[config.mk]
export PLATFORM = sky130hd
export DESIGN_NAME = alu_gate_arbiter_flat
export DESIGN_NICKNAME = d
export VERILOG_FILES = /design/src/rtl/alu_gate_arbiter_if.sv /design/src/rtl/alu_gate_arbiter.sv /design/src/flat_wrapper.sv
export SDC_FILE = /design/constraint.sdc
export NUM_CORES = 1
export LEC_CHECK = 0
export ABC_AREA = 1
export CORE_MARGIN = 2
export CORE_UTILIZATION = 40
export CTS_BUF_LIST = sky130_fd_sc_hd__clkbuf_8
export DETAILED_ROUTE_END_ITERATION = 8
export MAX_ROUTING_LAYER = met4
export PLACE_DENSITY_LB_ADDON = 0.2
export REMOVE_ABC_BUFFERS = 1
export SETUP_SLACK_MARGIN = 0.3
export SYNTH_ARGS = -nofsm -noshare
export SYNTH_HDL_FRONTEND = slang
export SYNTH_SLANG_ARGS = --single-unit
[constraint.sdc]
create_clock -name clk_i -period 1.6 [get_ports clk_i]
set_input_delay 0.24 -clock clk_i [delete_from_list [all_inputs] [get_ports clk_i]]
set_output_delay 0.24 -clock clk_i [all_outputs]
set_load 0.02 [all_outputs]
[src/rtl/alu_gate_arbiter_if.sv]
// Request/response bundle between two issuing requesters, the ALU arbiter and the
// result consumer. The arbiter takes the slave side; requesters and consumer take the master side.
interface alu_gate_arbiter_if #(
    parameter int DATA_WIDTH = 32,
    parameter int ADDR_WIDTH = 5,
    parameter int FUNC_WIDTH = 3
);
    logic                  req0_valid_i;
    logic                  req0_ready_o;
    logic [DATA_WIDTH-1:0] req0_rs1_i;
    logic [DATA_WIDTH-1:0] req0_rs2_i;
    logic [FUNC_WIDTH-1:0] req0_func_i;
    logic [ADDR_WIDTH-1:0] req0_rd_addr_i;

    logic                  req1_valid_i;
    logic                  req1_ready_o;
    logic [DATA_WIDTH-1:0] req1_rs1_i;
    logic [DATA_WIDTH-1:0] req1_rs2_i;
    logic [FUNC_WIDTH-1:0] req1_func_i;
    logic [ADDR_WIDTH-1:0] req1_rd_addr_i;

    logic                  rsp_valid_o;
    logic                  rsp_ready_i;
    logic                  rsp_id_o;
    logic [ADDR_WIDTH-1:0] rsp_rd_addr_o;
    logic [DATA_WIDTH-1:0] rsp_data_o;
    logic                  rsp_err_o;

    modport slave (
        input  req0_valid_i, req0_rs1_i, req0_rs2_i, req0_func_i, req0_rd_addr_i,
        output req0_ready_o,
        input  req1_valid_i, req1_rs1_i, req1_rs2_i, req1_func_i, req1_rd_addr_i,
        output req1_ready_o,
        output rsp_valid_o, rsp_id_o, rsp_rd_addr_o, rsp_data_o, rsp_err_o,
        input  rsp_ready_i
    );

    modport master (
        output req0_valid_i, req0_rs1_i, req0_rs2_i, req0_func_i, req0_rd_addr_i,
        input  req0_ready_o,
        output req1_valid_i, req1_rs1_i, req1_rs2_i, req1_func_i, req1_rd_addr_i,
        input  req1_ready_o,
        input  rsp_valid_o, rsp_id_o, rsp_rd_addr_o, rsp_data_o, rsp_err_o,
        output rsp_ready_i
    );
endinterface

[src/rtl/alu_gate_arbiter.sv]
// Round-robin arbiter/sequencer sharing one combinational AluGate between two requesters.
// Each operation walks IDLE (accept) -> EXEC (drive ALU, capture) -> RESP (hold until taken).
module alu_gate_arbiter #(
    parameter int DATA_WIDTH = 32,
    parameter int ADDR_WIDTH = 5,
    parameter int FUNC_WIDTH = 3,
    parameter int CNT_WIDTH  = 16
) (
    input  logic                  clk_i,
    input  logic                  arst_ni,
    alu_gate_arbiter_if.slave     bus,
    output logic [DATA_WIDTH-1:0] alu_rs1_o,
    output logic [DATA_WIDTH-1:0] alu_rs2_o,
    output logic [FUNC_WIDTH-1:0] alu_func_o,
    input  logic [DATA_WIDTH-1:0] alu_rd_data_i,
    output logic                  busy_o,
    output logic [CNT_WIDTH-1:0]  op_count_o
);

    typedef enum logic [1:0] {IDLE, EXEC, RESP} state_t;

    localparam logic [FUNC_WIDTH-1:0] FUNC_MAX = FUNC_WIDTH'(3);

    function automatic logic [CNT_WIDTH-1:0] sat_inc(input logic [CNT_WIDTH-1:0] v);
        return (&v) ? v : v + CNT_WIDTH'(1);
    endfunction

    state_t                state_q, state_d;
    logic                  last_grant_q;
    logic                  accept, gnt_id;
    logic [DATA_WIDTH-1:0] rs1_q, rs2_q, res_q;
    logic [FUNC_WIDTH-1:0] func_q;
    logic [ADDR_WIDTH-1:0] rd_q;
    logic                  id_q, err_q;
    logic [CNT_WIDTH-1:0]  cnt_q;

    always_ff @(posedge clk_i or negedge arst_ni) begin
        if (!arst_ni) begin
            state_q      <= IDLE;
            last_grant_q <= 1'b1;
        end else begin
            state_q <= state_d;
            if (accept) last_grant_q <= gnt_id;
        end
    end

    // Arbitration and next state: on a tie the requester not granted last time wins.
    always_comb begin
        state_d = state_q;
        accept  = 1'b0;
        gnt_id  = 1'b0;
        case (state_q)
            IDLE: begin
                if (bus.req0_valid_i && bus.req1_valid_i) begin
                    accept = 1'b1;
                    gnt_id = ~last_grant_q;
                end else if (bus.req0_valid_i) begin
                    accept = 1'b1;
                end else if (bus.req1_valid_i) begin
                    accept = 1'b1;
                    gnt_id = 1'b1;
                end
                if (accept) state_d = EXEC;
            end
            EXEC:    state_d = RESP;
            RESP:    if (bus.rsp_ready_i) state_d = IDLE;
            default: state_d = IDLE;
        endcase
    end

    assign bus.req0_ready_o = accept & ~gnt_id;
    assign bus.req1_ready_o = accept &  gnt_id;

    // Operand latch on accept, result capture in EXEC, count on response handshake.
    always_ff @(posedge clk_i or negedge arst_ni) begin
        if (!arst_ni) begin
            rs1_q  <= '0;
            rs2_q  <= '0;
            func_q <= '0;
            rd_q   <= '0;
            id_q   <= 1'b0;
            res_q  <= '0;
            err_q  <= 1'b0;
            cnt_q  <= '0;
        end else begin
            if (accept) begin
                rs1_q  <= gnt_id ? bus.req1_rs1_i     : bus.req0_rs1_i;
                rs2_q  <= gnt_id ? bus.req1_rs2_i     : bus.req0_rs2_i;
                func_q <= gnt_id ? bus.req1_func_i    : bus.req0_func_i;
                rd_q   <= gnt_id ? bus.req1_rd_addr_i : bus.req0_rd_addr_i;
                id_q   <= gnt_id;
            end
            if (state_q == EXEC) begin
                res_q <= (func_q <= FUNC_MAX) ? alu_rd_data_i : '0;
                err_q <= (func_q > FUNC_MAX);
            end
            if (state_q == RESP && bus.rsp_ready_i) cnt_q <= sat_inc(cnt_q);
        end
    end

    assign alu_rs1_o         = rs1_q;
    assign alu_rs2_o         = rs2_q;
    assign alu_func_o        = func_q;
    assign bus.rsp_valid_o   = (state_q == RESP);
    assign bus.rsp_id_o      = id_q;
    assign bus.rsp_rd_addr_o = rd_q;
    assign bus.rsp_data_o    = res_q;
    assign bus.rsp_err_o     = err_q;
    assign busy_o            = (state_q != IDLE);
    assign op_count_o        = cnt_q;

endmodule

[src/flat_wrapper.sv]
// flat-port wrapper written by rule: the top's interface ports become plain ports
module alu_gate_arbiter_flat 
#(
    parameter int DATA_WIDTH = 32,
    parameter int ADDR_WIDTH = 5,
    parameter int FUNC_WIDTH = 3,
    parameter int CNT_WIDTH  = 16
)
  (clk_i, arst_ni, alu_rs1_o, alu_rs2_o, alu_func_o, alu_rd_data_i, busy_o, op_count_o, bus_req0_valid_i, bus_req0_rs1_i, bus_req0_rs2_i, bus_req0_func_i, bus_req0_rd_addr_i, bus_req0_ready_o, bus_req1_valid_i, bus_req1_rs1_i, bus_req1_rs2_i, bus_req1_func_i, bus_req1_rd_addr_i, bus_req1_ready_o, bus_rsp_valid_o, bus_rsp_id_o, bus_rsp_rd_addr_o, bus_rsp_data_o, bus_rsp_err_o, bus_rsp_ready_i);
  alu_gate_arbiter_if #(.DATA_WIDTH(DATA_WIDTH), .ADDR_WIDTH(ADDR_WIDTH), .FUNC_WIDTH(FUNC_WIDTH)) bus_i ();
  input  logic clk_i;
  input  logic arst_ni;
  output logic [DATA_WIDTH-1:0] alu_rs1_o;
  output logic [DATA_WIDTH-1:0] alu_rs2_o;
  output logic [FUNC_WIDTH-1:0] alu_func_o;
  input  logic [DATA_WIDTH-1:0] alu_rd_data_i;
  output logic busy_o;
  output logic [CNT_WIDTH-1:0] op_count_o;
  input wire logic [$bits(bus_i.req0_valid_i)-1:0] bus_req0_valid_i;
  input wire logic [$bits(bus_i.req0_rs1_i)-1:0] bus_req0_rs1_i;
  input wire logic [$bits(bus_i.req0_rs2_i)-1:0] bus_req0_rs2_i;
  input wire logic [$bits(bus_i.req0_func_i)-1:0] bus_req0_func_i;
  input wire logic [$bits(bus_i.req0_rd_addr_i)-1:0] bus_req0_rd_addr_i;
  output wire logic [$bits(bus_i.req0_ready_o)-1:0] bus_req0_ready_o;
  input wire logic [$bits(bus_i.req1_valid_i)-1:0] bus_req1_valid_i;
  input wire logic [$bits(bus_i.req1_rs1_i)-1:0] bus_req1_rs1_i;
  input wire logic [$bits(bus_i.req1_rs2_i)-1:0] bus_req1_rs2_i;
  input wire logic [$bits(bus_i.req1_func_i)-1:0] bus_req1_func_i;
  input wire logic [$bits(bus_i.req1_rd_addr_i)-1:0] bus_req1_rd_addr_i;
  output wire logic [$bits(bus_i.req1_ready_o)-1:0] bus_req1_ready_o;
  output wire logic [$bits(bus_i.rsp_valid_o)-1:0] bus_rsp_valid_o;
  output wire logic [$bits(bus_i.rsp_id_o)-1:0] bus_rsp_id_o;
  output wire logic [$bits(bus_i.rsp_rd_addr_o)-1:0] bus_rsp_rd_addr_o;
  output wire logic [$bits(bus_i.rsp_data_o)-1:0] bus_rsp_data_o;
  output wire logic [$bits(bus_i.rsp_err_o)-1:0] bus_rsp_err_o;
  input wire logic [$bits(bus_i.rsp_ready_i)-1:0] bus_rsp_ready_i;
  assign bus_i.req0_valid_i = bus_req0_valid_i;
  assign bus_i.req0_rs1_i = bus_req0_rs1_i;
  assign bus_i.req0_rs2_i = bus_req0_rs2_i;
  assign bus_i.req0_func_i = bus_req0_func_i;
  assign bus_i.req0_rd_addr_i = bus_req0_rd_addr_i;
  assign bus_req0_ready_o = bus_i.req0_ready_o;
  assign bus_i.req1_valid_i = bus_req1_valid_i;
  assign bus_i.req1_rs1_i = bus_req1_rs1_i;
  assign bus_i.req1_rs2_i = bus_req1_rs2_i;
  assign bus_i.req1_func_i = bus_req1_func_i;
  assign bus_i.req1_rd_addr_i = bus_req1_rd_addr_i;
  assign bus_req1_ready_o = bus_i.req1_ready_o;
  assign bus_rsp_valid_o = bus_i.rsp_valid_o;
  assign bus_rsp_id_o = bus_i.rsp_id_o;
  assign bus_rsp_rd_addr_o = bus_i.rsp_rd_addr_o;
  assign bus_rsp_data_o = bus_i.rsp_data_o;
  assign bus_rsp_err_o = bus_i.rsp_err_o;
  assign bus_i.rsp_ready_i = bus_rsp_ready_i;
  alu_gate_arbiter #(.DATA_WIDTH(DATA_WIDTH), .ADDR_WIDTH(ADDR_WIDTH), .FUNC_WIDTH(FUNC_WIDTH), .CNT_WIDTH(CNT_WIDTH)) u_core (.clk_i(clk_i), .arst_ni(arst_ni), .bus(bus_i), .alu_rs1_o(alu_rs1_o), .alu_rs2_o(alu_rs2_o), .alu_func_o(alu_func_o), .alu_rd_data_i(alu_rd_data_i), .busy_o(busy_o), .op_count_o(op_count_o));
endmodule
======== Word-level counts from Yosys, hierarchy flattened ========
Index checks and enable logic that the tools add are counted.
word-level totals
  register bits ........................... 125
  bits of input ports ..................... 181
  output and inout port bits .............. 126
  logic and storage cells ................. 45
cells by class
  multiplexer cells ....................... 16
  add/subtract/negate cells ............... 1
  equal/unequal tests ..................... 4
  reduce and logical (&&, ||, !) cells .... 7
  magnitude comparators ................... 2
  bitwise operators ....................... 5
operators by type and width
  operator                                                         count
  two-way mux 32 bit                                               3
  adder 16 x 1 -> 16 bit (second input constant)                   1
  AND reduction 16 bit                                             1
  two-way mux 1 bit                                                8
  case mux 2 bit (3 select lines)                                  1
  two-way mux 5 bit                                                1
  two-way mux 2 bit                                                2
  != test 2 x 1 -> 1 bit (second input constant)                   2
  AND reduction 2 bit                                              2
  greater-than comparator 3 x 2 -> 1 bit (second input constant)   1
  less-or-equal comparator 3 x 2 -> 1 bit (second input constant)  1
  two-way mux 3 bit                                                1
  inverter 1 bit                                                   3
  AND 1 bit                                                        2
  equality test 2 x 1 -> 1 bit (second input constant)             1
  equality test 2 bit (second input constant)                      1
  logical AND 1 bit                                                2
  logical NOT 2 bit                                                1
  nonzero test 2 bit                                               1

======== Depth between registers and ports, before layout ========
  depth after elaboration ................. 6
  mapped depth ............................ 9
  mapped depth without buffers ............ 9

======== Worst setup path before layout ========
Ideal clock, no wire load.
  kind .................................... reg2reg
  from .................................... register u_core.cnt_q[1], in the netlist u_core.op_count_o[1]
  to ...................................... register u_core.cnt_q[9], in the netlist u_core.op_count_o[9]
  data arrival time ....................... 1372 ps
  cell stages (with the launch flop) ...... 10
  path buffers ............................ 1
  library setup time ...................... 118 ps
  required time ........................... 1482 ps
  period minus slack after synthesis ...... 1490 ps
  setup slack ............................. 110 ps
  cells stage by stage .................... dfrtp_1 > ha_1 > nand3_2 > inv_1 > nand2_2 > nor2_4 > nor2_4 > buf_6 > nand2_1 > nand2_1
on the way
  longest elaborated chain between the ends .. 3
  elaborated cells between the ends (all ways) .. 4
  classes of those cells .................. add/sub: 1; bitwise: 1; reduce/logical: 2
RTL lines
  what                                                            RTL line                text
  start, declared                                                 alu_gate_arbiter.sv:35  logic [CNT_WIDTH-1:0] cnt_q;
  start signal, assigned                                          alu_gate_arbiter.sv:97  if (state_q == RESP && bus.rsp_ready_i) cnt_q <= sat_inc(cnt_q);
  branches (longest 3 deep; another with adder 16 x 1 -> 16 bit)  -
Parallel ways; which one is timed is not known.
A chain may end at the register's enable or synchronous reset.

======== Final worst setup path ========
  from .................................... register u_core.state_q[0]
  to ...................................... output bus_req1_ready_o
on the way
  longest elaborated chain between the ends .. 3
  elaborated cells between the ends (all ways) .. 4
  classes of those cells .................. mux: 2; bitwise: 1; reduce/logical: 1
RTL lines
  what                    RTL line                text
  start, declared         alu_gate_arbiter.sv:28  state_t state_q, state_d;
  start signal, assigned  alu_gate_arbiter.sv:42  state_q <= state_d;
  logical NOT 2 bit (*)   alu_gate_arbiter.sv:52  case (state_q)
  two-way mux 1 bit       alu_gate_arbiter.sv:52
  AND 1 bit (*)           alu_gate_arbiter.sv:72  assign bus.req1_ready_o = accept & gnt_id;
  end, declared           flat_wrapper.sv:30      output wire logic [$bits(bus_i.req1_ready_o)-1:0] bus_req1_ready_o;
Mark *: on every way between the ends. The rest lies on a longest branch, timed or not.

==> out/qor.yml <==
floorplanning:
  row_count: 43
  coreArea_um2: 13800
  ioPinCount: 307
  initial_core_util: 0.407
  die_w_um: 123
  die_area_um2: 15000
  die_h_um: 123
global_route:
  grt_antenna_before_repair: 0
  grt_usage: 0.278
  overflow: 0
  grt_max_degree: 61
  grt_pass1_wl_mm: 30.5
  grt_pass1_vias: 5754
cts:
  insertion_delay_ns: 0.45
  cts_buffer_depth: 2
  cts_tree: "built"
  root_buffer: "clkbuf_8"
  cts_max_level: 4
  cts.sinks: 125
  clk_pin_slew_ns: 0.08
  numCtsBuffers: 17
finish:
  area_growth_pct: 99.1
  fin_nets: 1196
  n_fill_cell: 835
  num_antenna_cells: 0
  final_cell_area_um2: 11200
  drive_above_1_share: 0.481
  stdcell_count: 1207
logic_synthesis:
  yosysUniqueCellTypes: 28
  synth-edff-count: 0
  synth_area_per_cell_um2: 8.99
  synth_area_um2: 5630
  synth_top_area_cell: "dfrtp_1"
  yosys_warnings: 0
  synth_cells: 626
  ys_top_cells_by_count: "nand2_1 (274), dfrtp_1 (124), nand3_1 (80), a22o_1 (32), buf_6 (20)"
  async_flop_share: 1.00
  synth-seq-cells: 125
  synthFlopType: "dfrtp_1"
  synth_area_leaders: "dfrtp_1 (55%), nand2_1 (18%), nand3_1 (7.1%), a22o_1 (5.0%), buf_6 (4.0%)"
  seq_area_frac_synth: 0.556
  yosysMostFrequentCell: "nand2_1"
  synth_top_area_share: 0.551
power_and_ir_drop:
  p_total_uw: 21700
  p_leak_uw: 0.00555
  power_density_nw_per_um2: 1930
  vdd_drop_max_mv: 1.11
route:
  viasPerCell: 4.98
  vias: 6015
  antenna_left: 0
  wirelength_mm: 22.5
  drc: 0
  wl_per_cell_um: 18.6
  drt_iter0_markers: 327
  firstDrtPassIters: 4
place:
  placed_area_um2: 8970
  dp.cells: 1106
  gp_congestion: 0.799
  hpwl_mm: 12.9
  portBuffers: 306
setup_path:
  r2r-start: "u_core.state_q[0]"
  crit_arrival_ns: 1.48
  critical_path.startpoint_type: "flip-flop"
  crit_fanout: 2
  timing.rr.end: "u_core.alu_rs1_o[7]"
  slowest_stage: "dfrtp_2"
  worstSetupEndpointType: "output port"
  crit_chain: "nor2_4, inv_2, nor2_4, buf_12, buf_12"
  cpPeakStageDelay_ns: 0.43
  r2r_cells: 10
  critPathKind: "reg2out"
  required_ns: 1.36
  rrSetupSlack_ns: -0.10
sta:
  maxSlewViolCount: 0
  fin_skew_ns: 0.0108
  hold_violations: 0
  fmax_mhz: 580
  report.final.setup_viol: 10
  worst_slack_ns: -0.124
  post-route-min-period_ns: 1.72
  rsz0062_at_grt: "true"
  finalCritPeriodShare: 1.08
  slew_headroom: 0.778
  worst_pin_slew_ns: 0.332
run:
  cap_violations: 0
run_status:
  status: "finished, violations left"
  violations: "setup timing"
hold_path:
  worstHoldPathType: "in2async"
-- kinds of logic (layout without fill, tap and decap cells) --
group | after synthesis | after routing | share of synthesized area
flops | 125 | 125 | 0.556
simple gates | 404 | 404 | 0.310
fa+ha+maj | 1 | 1 | 0.00222
xor+xnor | 6 | 6 | 0.00933
buf+inv | 51 | 452 | 0.0653
compound gates | 39 | 39 | 0.0573
-- worst max-delay path by stage --
| stage | startpoint | end | slack (ns) |
|---|---|---|---|
| CTS | u_core.last_grant_q | bus_req1_ready_o | -0.12 |
| finish | u_core.state_q[0] | bus_req1_ready_o | -0.12 |
| detailed placement | bus_req0_valid_i | u_core.alu_rs1_o[11] | -0.04 |
| global placement | bus_req1_valid_i | bus_req1_ready_o | -0.07 |
| floorplan | bus_req0_valid_i | u_core.alu_rs1_o[11] | -0.74 |
| global route | u_core.state_q[0] | bus_req1_ready_o | -0.19 |
-- power breakdown --
group,total (µW),internal [µW],switching (µW)
clock network,3260,1900,1360
logic,12600,6050,6530
registers,5850,4570,1280
total,21700,12500,9170
-- flip-flops by register name, indices dropped and copies added (netlist names) --
signal / cells
u_core.bus.rsp_rd_addr_o: 5
u_core.state_q: 2
u_core.bus.rsp_data_o: 32
u_core.bus.rsp_id_o: 1
u_core.alu_rs1_o: 32
u_core.op_count_o: 16
u_core.last_grant_q: 1
u_core.bus.rsp_err_o: 1
u_core.alu_rs2_o: 32
u_core.alu_func_o: 3
-- area by class of cell --
type	count	area, µm²	area share
Timing Repair Buffer	399	4120	0.367
Multi-Input combinational cell	450	3170	0.283
Sequential cell	125	3140	0.280
Clock buffer	18	248	0.0221
Tap cell	180	225	0.0201
Clock inverter	14	216	0.0193
Inverter	21	91.3	0.00815
-- critical path: cells and delay by family, from the launching register on --
| family | cells | cell delay [ns] |
|---|---|---|
| buffers and inverters | 3 | 0.32 |
| flip-flops | 1 | 0.43 |
| AND/OR/NAND/NOR | 2 | 0.30 |
-- through the flow --
step / setup slack [ns] / TNS, ns / utilization / hold slack (ns)
finish: -0.124 / -0.757 / 0.811 / 0.220
global route: -0.186 / -1.89 / 0.811 / 0.239
CTS: -0.125 / -0.240 / 0.718 / 0.194
detailed placement: -0.0435 / -0.864 / 0.649 / 0.158
global placement: -0.0664 / -1.04 / 0.649 / 0.156
floorplan: -0.741 / -55.24 / - / -0.0556
-- repair_timing --
item	in CTS	in global routing
hold endpoints to repair	18	0
setup endpoints to repair	229	146
setup buffers	28	17
gates cloned	16	7
pin swaps	57	62
hold buffers	1	0
resized for setup	627	284
-- layer usage --
layer	GRT usage	vias to the layer above	wire length (µm)
met2	0.456	240	12000
met4	0.103	0	536
met3	0.0906	44	1610
met5	-	-	0
li1	-	2810	-
met1	0.319	2921	8360
-- cell usage in the layout (no fill, tap or decap), types with 2 or more instances in the layout --
cell and n:
nor2_1 10, nor2_4 9, dfrtp_1 114, nand3_4 2, clkinv_4 5, buf_16 16
buf_4 27, buf_12 24, o21ai_0 2, nand2_4 66, inv_4 3, nand2_1 152
nand4_1 3, nand2_2 71, o21ai_1 2, bufinv_16 5, nand3_2 62, nand3b_1 3
inv_1 12, clkbuf_16 5, clkdlybuf4s50_1 179, o21ai_2 2, nand3_1 17, dfrtp_2 10
xor2_1 5, nor2_2 7, buf_6 51, clkinv_2 3, inv_2 5, clkbuf_8 18
buf_2 95, a22o_1 32
Note: power is estimated with default switching activity, not from simulation.
